--- config.mk ---
export PLATFORM = sky130hd
export DESIGN_NAME = lsu_ctrl
export DESIGN_NICKNAME = d
export VERILOG_FILES = /design/src/rtl/lsu_ctrl.sv
export SDC_FILE = /design/constraint.sdc
export NUM_CORES = 1
export LEC_CHECK = 0
export BUFFER_PORTS_ARGS = -buffer_cell sky130_fd_sc_hd__buf_2
export CAP_MARGIN = 20
export CORE_MARGIN = 8
export CORE_UTILIZATION = 50
export CTS_CLUSTER_SIZE = 12
export DETAILED_ROUTE_END_ITERATION = 8
export PLACE_DENSITY = 0.85
export SLEW_MARGIN = 10
export SYNTH_ARGS = -nofsm -noshare
export SYNTH_HDL_FRONTEND = slang
export SYNTH_SLANG_ARGS = --single-unit
--- constraint.sdc ---
create_clock -name clk -period 3.82 [get_ports clk]
set_clock_uncertainty 0.1 [all_clocks]
set_input_delay 0.382 -clock clk [delete_from_list [all_inputs] [get_ports clk]]
set_output_delay 0.382 -clock clk [all_outputs]
set_load 0.005 [all_outputs]
--- src/rtl/lsu_ctrl.sv ---
// Load/store sequencer between execute stage and data-memory bus.
// Optional misaligned-access trap: define LSU_MISALIGN_TRAP_EN.
module lsu_ctrl #(
  parameter int unsigned TIMEOUT = 16
) (
  input  logic        clk,
  input  logic        rst_n,
  input  logic        i_valid,
  input  logic        i_op_type,
  input  logic [6:0]  i_opcode,
  input  logic [2:0]  i_func_3,
  input  logic [31:0] i_alu_out,
  input  logic [31:0] i_rs_2,
  input  logic [4:0]  i_rd_num,
  output logic        o_stall,
  output logic        mem_req,
  output logic        mem_we,
  output logic [31:0] mem_addr,
  output logic [31:0] mem_wdata,
  output logic [3:0]  mem_be,
  input  logic        i_mem_ack,
  input  logic [31:0] i_mem_rdata,
  output logic        wb_valid,
  output logic [4:0]  wb_rd_num,
  output logic [31:0] wb_data,
  output logic        o_bus_err,
  output logic        o_misalign
);

  localparam int unsigned CNT_W   = 8;
  localparam logic [6:0]  OP_STORE = 7'b0100011;

  typedef enum logic [1:0] {IDLE = 2'd0, REQ = 2'd1, DONE = 2'd2} state_t;

  state_t             state, state_nxt;
  logic [CNT_W-1:0]   cnt;
  logic [31:0]        addr_q, wdata_q;
  logic [3:0]         be_q;
  logic [1:0]         off_q;
  logic [2:0]         f3_q;
  logic               st_q;
  logic [4:0]         rd_q;

  logic               accept, in_byte, in_half, in_store, timeout;
  logic [1:0]         in_off;
  logic [3:0]         in_be;
  logic [31:0]        in_wdata, load_fmt;
  logic [7:0]         byte_sel;
  logic [15:0]        half_sel;

  logic               wb_valid_d, bus_err_d;
  logic [4:0]         wb_rd_d;
  logic [31:0]        wb_data_d;

  assign accept   = (state == IDLE) & i_valid & i_op_type;
  assign in_byte  = (i_func_3[1:0] == 2'b00);
  assign in_half  = (i_func_3[1:0] == 2'b01);
  assign in_store = (i_opcode == OP_STORE);
  assign timeout  = (cnt == CNT_W'(TIMEOUT - 1));

`ifdef LSU_MISALIGN_TRAP_EN
  logic in_mis, misalign_d;
  assign in_mis = (in_half & i_alu_out[0]) | (~in_byte & ~in_half & (|i_alu_out[1:0]));
`endif

  // Natural alignment of the low address bits, then store lane placement
  always_comb begin
    in_off   = i_alu_out[1:0];
    in_be    = 4'b1111;
    in_wdata = i_rs_2;
    if (in_half)       in_off[0] = 1'b0;
    else if (!in_byte) in_off    = 2'b00;
    if (in_store) begin
      if (in_byte) begin
        in_be    = 4'b0001 << in_off;
        in_wdata = {4{i_rs_2[7:0]}};
      end else if (in_half) begin
        in_be    = 4'b0011 << {in_off[1], 1'b0};
        in_wdata = {2{i_rs_2[15:0]}};
      end
    end
  end

  // Lane select and sign/zero extension of read data
  always_comb begin
    byte_sel = i_mem_rdata[{off_q, 3'b000} +: 8];
    half_sel = i_mem_rdata[{off_q[1], 4'b0000} +: 16];
    case (f3_q[1:0])
      2'b00:   load_fmt = {{24{~f3_q[2] & byte_sel[7]}}, byte_sel};
      2'b01:   load_fmt = {{16{~f3_q[2] & half_sel[15]}}, half_sel};
      default: load_fmt = i_mem_rdata;
    endcase
  end

  always_ff @(posedge clk or negedge rst_n) begin
    if (!rst_n) state <= IDLE;
    else        state <= state_nxt;
  end

  always_comb begin
    state_nxt = state;
    case (state)
      IDLE: begin
        if (accept) begin
`ifdef LSU_MISALIGN_TRAP_EN
          state_nxt = in_mis ? DONE : REQ;
`else
          state_nxt = REQ;
`endif
        end
      end
      REQ:     if (i_mem_ack || timeout) state_nxt = DONE;
      DONE:    state_nxt = IDLE;
      default: state_nxt = IDLE;
    endcase
  end

  // Bus drive, stall, and next values of the registered writeback/status outputs
  always_comb begin
    mem_req    = (state == REQ);
    mem_we     = mem_req & st_q;
    mem_addr   = mem_req ? addr_q : 32'd0;
    mem_be     = mem_req ? be_q : 4'd0;
    mem_wdata  = mem_req ? wdata_q : 32'd0;
    o_stall    = mem_req | accept;
    wb_valid_d = 1'b0;
    wb_rd_d    = wb_rd_num;
    wb_data_d  = wb_data;
    bus_err_d  = 1'b0;
`ifdef LSU_MISALIGN_TRAP_EN
    misalign_d = accept & in_mis;
`endif
    if (state == IDLE && i_valid && !i_op_type) begin
      wb_valid_d = (i_rd_num != 5'd0);
      wb_rd_d    = i_rd_num;
      wb_data_d  = i_alu_out;
    end else if (state == REQ) begin
      if (i_mem_ack) begin
        wb_valid_d = ~st_q & (rd_q != 5'd0);
        wb_rd_d    = rd_q;
        wb_data_d  = load_fmt;
      end else if (timeout) begin
        bus_err_d  = 1'b1;
      end
    end
  end

  always_ff @(posedge clk or negedge rst_n) begin
    if (!rst_n) begin
      cnt       <= '0;
      addr_q    <= '0;
      wdata_q   <= '0;
      be_q      <= '0;
      off_q     <= '0;
      f3_q      <= '0;
      st_q      <= 1'b0;
      rd_q      <= '0;
      wb_valid  <= 1'b0;
      wb_rd_num <= '0;
      wb_data   <= '0;
      o_bus_err <= 1'b0;
    end else begin
      if (accept) begin
        addr_q  <= {i_alu_out[31:2], 2'b00};
        wdata_q <= in_wdata;
        be_q    <= in_be;
        off_q   <= in_off;
        f3_q    <= i_func_3;
        st_q    <= in_store;
        rd_q    <= i_rd_num;
      end
      cnt       <= (state == REQ && !i_mem_ack) ? cnt + CNT_W'(1) : '0;
      wb_valid  <= wb_valid_d;
      wb_rd_num <= wb_rd_d;
      wb_data   <= wb_data_d;
      o_bus_err <= bus_err_d;
    end
  end

`ifdef LSU_MISALIGN_TRAP_EN
  always_ff @(posedge clk or negedge rst_n) begin
    if (!rst_n) o_misalign <= 1'b0;
    else        o_misalign <= misalign_d;
  end
`else
  assign o_misalign = 1'b0;
`endif

endmodule

**Word level (Yosys, flattened, before mapping)**

Index checks and enable logic that the tools add are counted.

- $add $sub $neg: 1
- Equality and inequality tests: 7
- Shift operators: 4
- Mux-type cells: 30
- Bitwise gates (word level): 9
- Reduce and logical (&&, ||, !) cells: 15

Operator list:

| operator | count |
|---|---|
| $mux 32 | 8 |
| $pmux 32 s2 | 1 |
| $shiftx 32x6->16 | 1 |
| $shiftx 32x6->8 | 1 |
| $mux 4 | 4 |
| $mux 5 | 3 |
| $reduce_bool 5->1 | 2 |
| $mux 1 | 9 |
| $add 8x1->8 const B | 1 |
| $eq 8x4->1 const B | 1 |
| $mux 8 | 1 |
| $eq 7x6->1 const B | 1 |
| $and 1x1->1 | 6 |
| $eq 2x1->1 const B | 3 |
| $logic_not 2->1 | 3 |
| $mux 2 | 3 |
| $pmux 2 s2 | 1 |
| $reduce_and 2->1 | 2 |
| $reduce_bool 2->1 | 2 |
| $shl 1x2->4 const A | 1 |
| $shl 2x2->4 const A | 1 |
| $logic_and 1x1->1 | 3 |
| $logic_not 1->1 | 2 |
| $ne 2x1->1 const B | 1 |
| other kinds (4) | 5 |

- Flip-flop bits (word level): 126
- Word-level logic and storage cells: 79

**Longest topological paths before layout**

- Depth in word-level cells: 7
- Depth in mapped cells: 6
- Mapped depth without buffers: 5

**Worst setup path before layout**

Ideal clock, no wire load.

- Path kind: input to register
- From: input i_opcode[3]
- To: register wdata_q[25]
- Library setup time: 0.084 ns
- Arrival: 1.634 ns
- Setup slack: 2.002 ns
- Cell stages on the path: 5
- Path buffers: 1
- Cell sequence: or3_4 or3_4 buf_6 or2_1 a41oi_2

- Cells in the longest elaborated chain, start to end: 2

Ends and longest elaborated chain:

| item | RTL line | text |
|---|---|---|
| from (decl) | 10 | `input logic [6:0] i_opcode,` |
| $eq 7x6->1 | 58 | `assign in_store = (i_opcode == OP_STORE);` |
| $mux 32 | 73 | `if (in_store) begin` |
| to (signal assigned) | 165 | `wdata_q <= in_wdata;` |
| to (decl) | 37 | `logic [31:0] addr_q, wdata_q;` |

No other way between the ends.
A chain may end at the register's enable or synchronous reset.

**Worst setup path after layout**

- From: register state[1]
- To: output mem_wdata[12]

- Cells in the longest elaborated chain, start to end: 2

Ends and longest elaborated chain:

| item | RTL line | text |
|---|---|---|
| from (decl) | 35 | `state_t state, state_nxt;` |
| from (signal assigned) | 97 | `else state <= state_nxt;` |
| $eq 2x1->1 | 120 | `mem_req = (state == REQ);` |
| $mux 32 | 124 | `mem_wdata = mem_req ? wdata_q : 32'd0;` |
| to (decl) | 19 | `output logic [31:0] mem_wdata,` |

No other way between the ends.

==> impl_metrics.env <==
export IMPL_hold_viol_final=1
export IMPL_ant_nets=0
export IMPL_p_leak_uw=0.00432
export IMPL_final_nets=1038
export IMPL_status="finished, violations left"
export IMPL_vias=5966
export IMPL_gp_congestion=0.926
export IMPL_highest_layer="met4"
export IMPL_wl_um=20300
export IMPL_violations="hold timing"
export IMPL_avgSynthCellArea_sq_um=8.85
export IMPL_hp_class="in2async"
export IMPL_first_iter_violations=591
export IMPL_cts_buffers=17
export IMPL_period_share_pct=71.1
export IMPL_slew_viol_final=0
export IMPL_grt_start_max_net_pins=111
export IMPL_place_area_sq_um=7570
export IMPL_grt_pass1_wl_um=31000
export IMPL_die_x_um=129
export IMPL_hold_buffers=0
export IMPL_rsz0062_at_grt="false"
export IMPL_cts_tree="built"
export IMPL_slowest_delay_ps=430
export IMPL_crit_chain="nand2b_1 > clkinv_1 > buf_4 > and2_1 > buf_2"
export IMPL_die_y_um=129
export IMPL_fmax_mhz=368
export IMPL_clock_sinks=126
export IMPL_setup_viol=0
export IMPL_path_class="reg2out"
export IMPL_viasPerCell=5.38
export IMPL_required_ps=3340
export IMPL_drc=0
export IMPL_first_pass_iters=5
export IMPL_grt_overflow_total=0
export IMPL_wl_per_cell_um=18.3
export IMPL_ys_ff_latch=126
export IMPL_slew_headroom_pct=27.7
export IMPL_ys_seq_area_share_pct=49.5
export IMPL_grt_antenna_before_repair=2
export IMPL_critPathSlowestCell="dfrtp_1"
export IMPL_floorplan_rows=41
export IMPL_endpoint_kind="primary output"
export IMPL_final_cells=1109
export IMPL_grt_usage_pct=24.2
export IMPL_htree_levels=4
export IMPL_tns_ps=0
export IMPL_clk_pin_slew_ps=50
export IMPL_yosysUniqueCellTypes=51
export IMPL_dp_cells=1074
export IMPL_wl_met1_um=8250
export IMPL_layout_min_cycle_time_ps=2720
export IMPL_coreArea_sq_um=12500
export IMPL_cts_repair_resized=0
export IMPL_cap_violations=0
export IMPL_path_max_fanout=55
export IMPL_syn_to_final_growth_pct=28.6
export IMPL_io_buffers=223
export IMPL_cp_arrival_ps=2240
export IMPL_postCtsSetupBuffers=0
export IMPL_final_area_sq_um=8190
export IMPL_p_per_area_nw_per_um2=647
export IMPL_rr_worst_depth=4
export IMPL_grt_pass1_vias=5845
export IMPL_clock_root_buffer="clkbuf_16"
export IMPL_whs_ps=-13.0
export IMPL_cp_start_kind="flip-flop"
export IMPL_dp_hpwl_um=14800
export IMPL_syn_instance_count=719
export IMPL_ys_warn_count=0
export IMPL_wl_met2_um=9940
export IMPL_vdd_drop_max_mv=0.365
export IMPL_initial_core_util_pct=50.8
export IMPL_io_pin_count=227
export IMPL_syn_area_sq_um=6360
export IMPL_cts_path_max_buffers=2
export IMPL_die_area_sq_um=16600
export IMPL_route_met3_wl_um=1600
export IMPL_clk_insertion_delay_late_ps=420
export IMPL_drive_gt1_share_pct=30.6
export IMPL_tightest_slew_ps=1080
## sequential cells by signal, summed over array words and instances (netlist names)
signal and count:
addr_q 30, cnt 8, wb_valid 1, o_bus_err 1, be_q 4, rd_q 5, state 2, f3_q 3
wb_data 32, off_q 2, wb_rd_num 5, st_q 1, wdata_q 32
## cell type report
type	count	area, sq um
antenna	3	7.51
clock buffer	21	470
clock inverter	11	139
fill	1109	4330
inverter	12	45.0
multi-input combinational	532	2970
sequential	126	3150
tap	172	215
timing repair buffer	232	1190
## cells by family (layout without fill, tap and decap cells)
kind of cell	after synthesis	after routing	share of synthesized area, %
AO/OA/AOI/OAI	137	137	13.9
multiplexers	31	31	5.25
adder cells (fa/ha/maj)	1	1	0.197
other	1	6	0.0589
AND/OR/NAND/NOR	354	354	26.1
flip-flops	126	126	49.5
buffers and inverters	63	276	4.21
XOR/XNOR	6	6	0.826
## metrics by stage
stage	worst slack, ps	total power, uW	utilization [%]
floorplan	2000	2920	-
global placement	1320	3590	60.5
detailed placement	1240	3640	60.5
CTS	1100	5310	65.3
global route	979	5600	65.4
finish	1100	5290	65.4
## critical path: cells and delay by family (launching register included)
kind,cells,cell delay (ps)
buf+inv,3,890
flops,1,430
simple gates,2,470
## placed cells by master, fill, tap and decap left out, types with 10 or more instances in the layout
master / Yosys / layout
buf_2: 4 / 222
nand2_1: 201 / 201
dfrtp_1: 126 / 126
and2_1: 71 / 71
nor2_1: 36 / 36
o21ai_0: 35 / 35
a21oi_1: 33 / 33
mux2i_1: 21 / 21
clkbuf_16: 0 / 17
o22ai_1: 16 / 16
a31oi_1: 14 / 14
nand2b_1: 12 / 12
inv_1: 12 / 11
a22oi_1: 10 / 10
## per-layer routing
metal | GRT usage (%) | up-vias
li1 | - | 2825
met1 | 30.3 | 2841
met2 | 38.5 | 268
met3 | 6.50 | 32
met4 | 10.7 | 0
met5 | 0 | -
## cell usage after synthesis (all sizes together)
master / n / area share, %
nand2: 201 / 12
dfrtp: 126 / 50
and2: 71 / 7.0
clkbuf: 37 / 2.2
nor2: 36 / 2.1
o21ai: 36 / 2.8
a21oi: 34 / 2.7
mux2i: 21 / 3.3
o22ai: 16 / 1.6
a31oi: 14 / 1.4
buf: 14 / 1.3
inv: 12 / 0.71
nand2b: 12 / 1.2
a22oi: 10 / 1.2
mux2: 9 / 1.6
a221o: 8 / 1.3
a221oi: 8 / 1.1
nor2b: 7 / 0.69
or2: 6 / 0.59
a41oi: 4 / 0.90
xor2: 4 / 0.55
and3: 3 / 0.29
nand3: 3 / 0.24
or3: 3 / 0.45
or4: 3 / 0.35
a2111oi: 2 / 0.28
nand3b: 2 / 0.24
nor4: 2 / 0.29
xnor2: 2 / 0.28
a211o: 1 / 0.14
and3b: 1 / 0.14
conb: 1 / 0.059
ha: 1 / 0.20
mux4: 1 / 0.35
nand4: 1 / 0.098
nand4b: 1 / 0.14
nor4b: 1 / 0.24
o211ai: 1 / 0.12
o21bai: 1 / 0.12
o31ai: 1 / 0.12
o32ai: 1 / 0.14
or4b: 1 / 0.16
## power breakdown
part / leakage, uW / internal, uW / switching (uW)
registers: 0.00153 / 1810 / 324
logic: 0.00249 / 673 / 835
clock network: 0.000299 / 1070 / 581
## worst paths after layout
kind | end | start | slack [ps]
setup / recovery | mem_wdata[12] | state[1] | 1100
hold / removal | wdata_q[23] | rst_n | -10
setup reg to reg | wb_data[18] | off_q[1] | 1160
hold reg to reg | addr_q[3] | addr_q[3] | 360
max in group asynchronous | wdata_q[16] | rst_n | 2740
min in group clk | addr_q[18] | i_alu_out[18] | 70
Power figures use the tool's default switching activity.
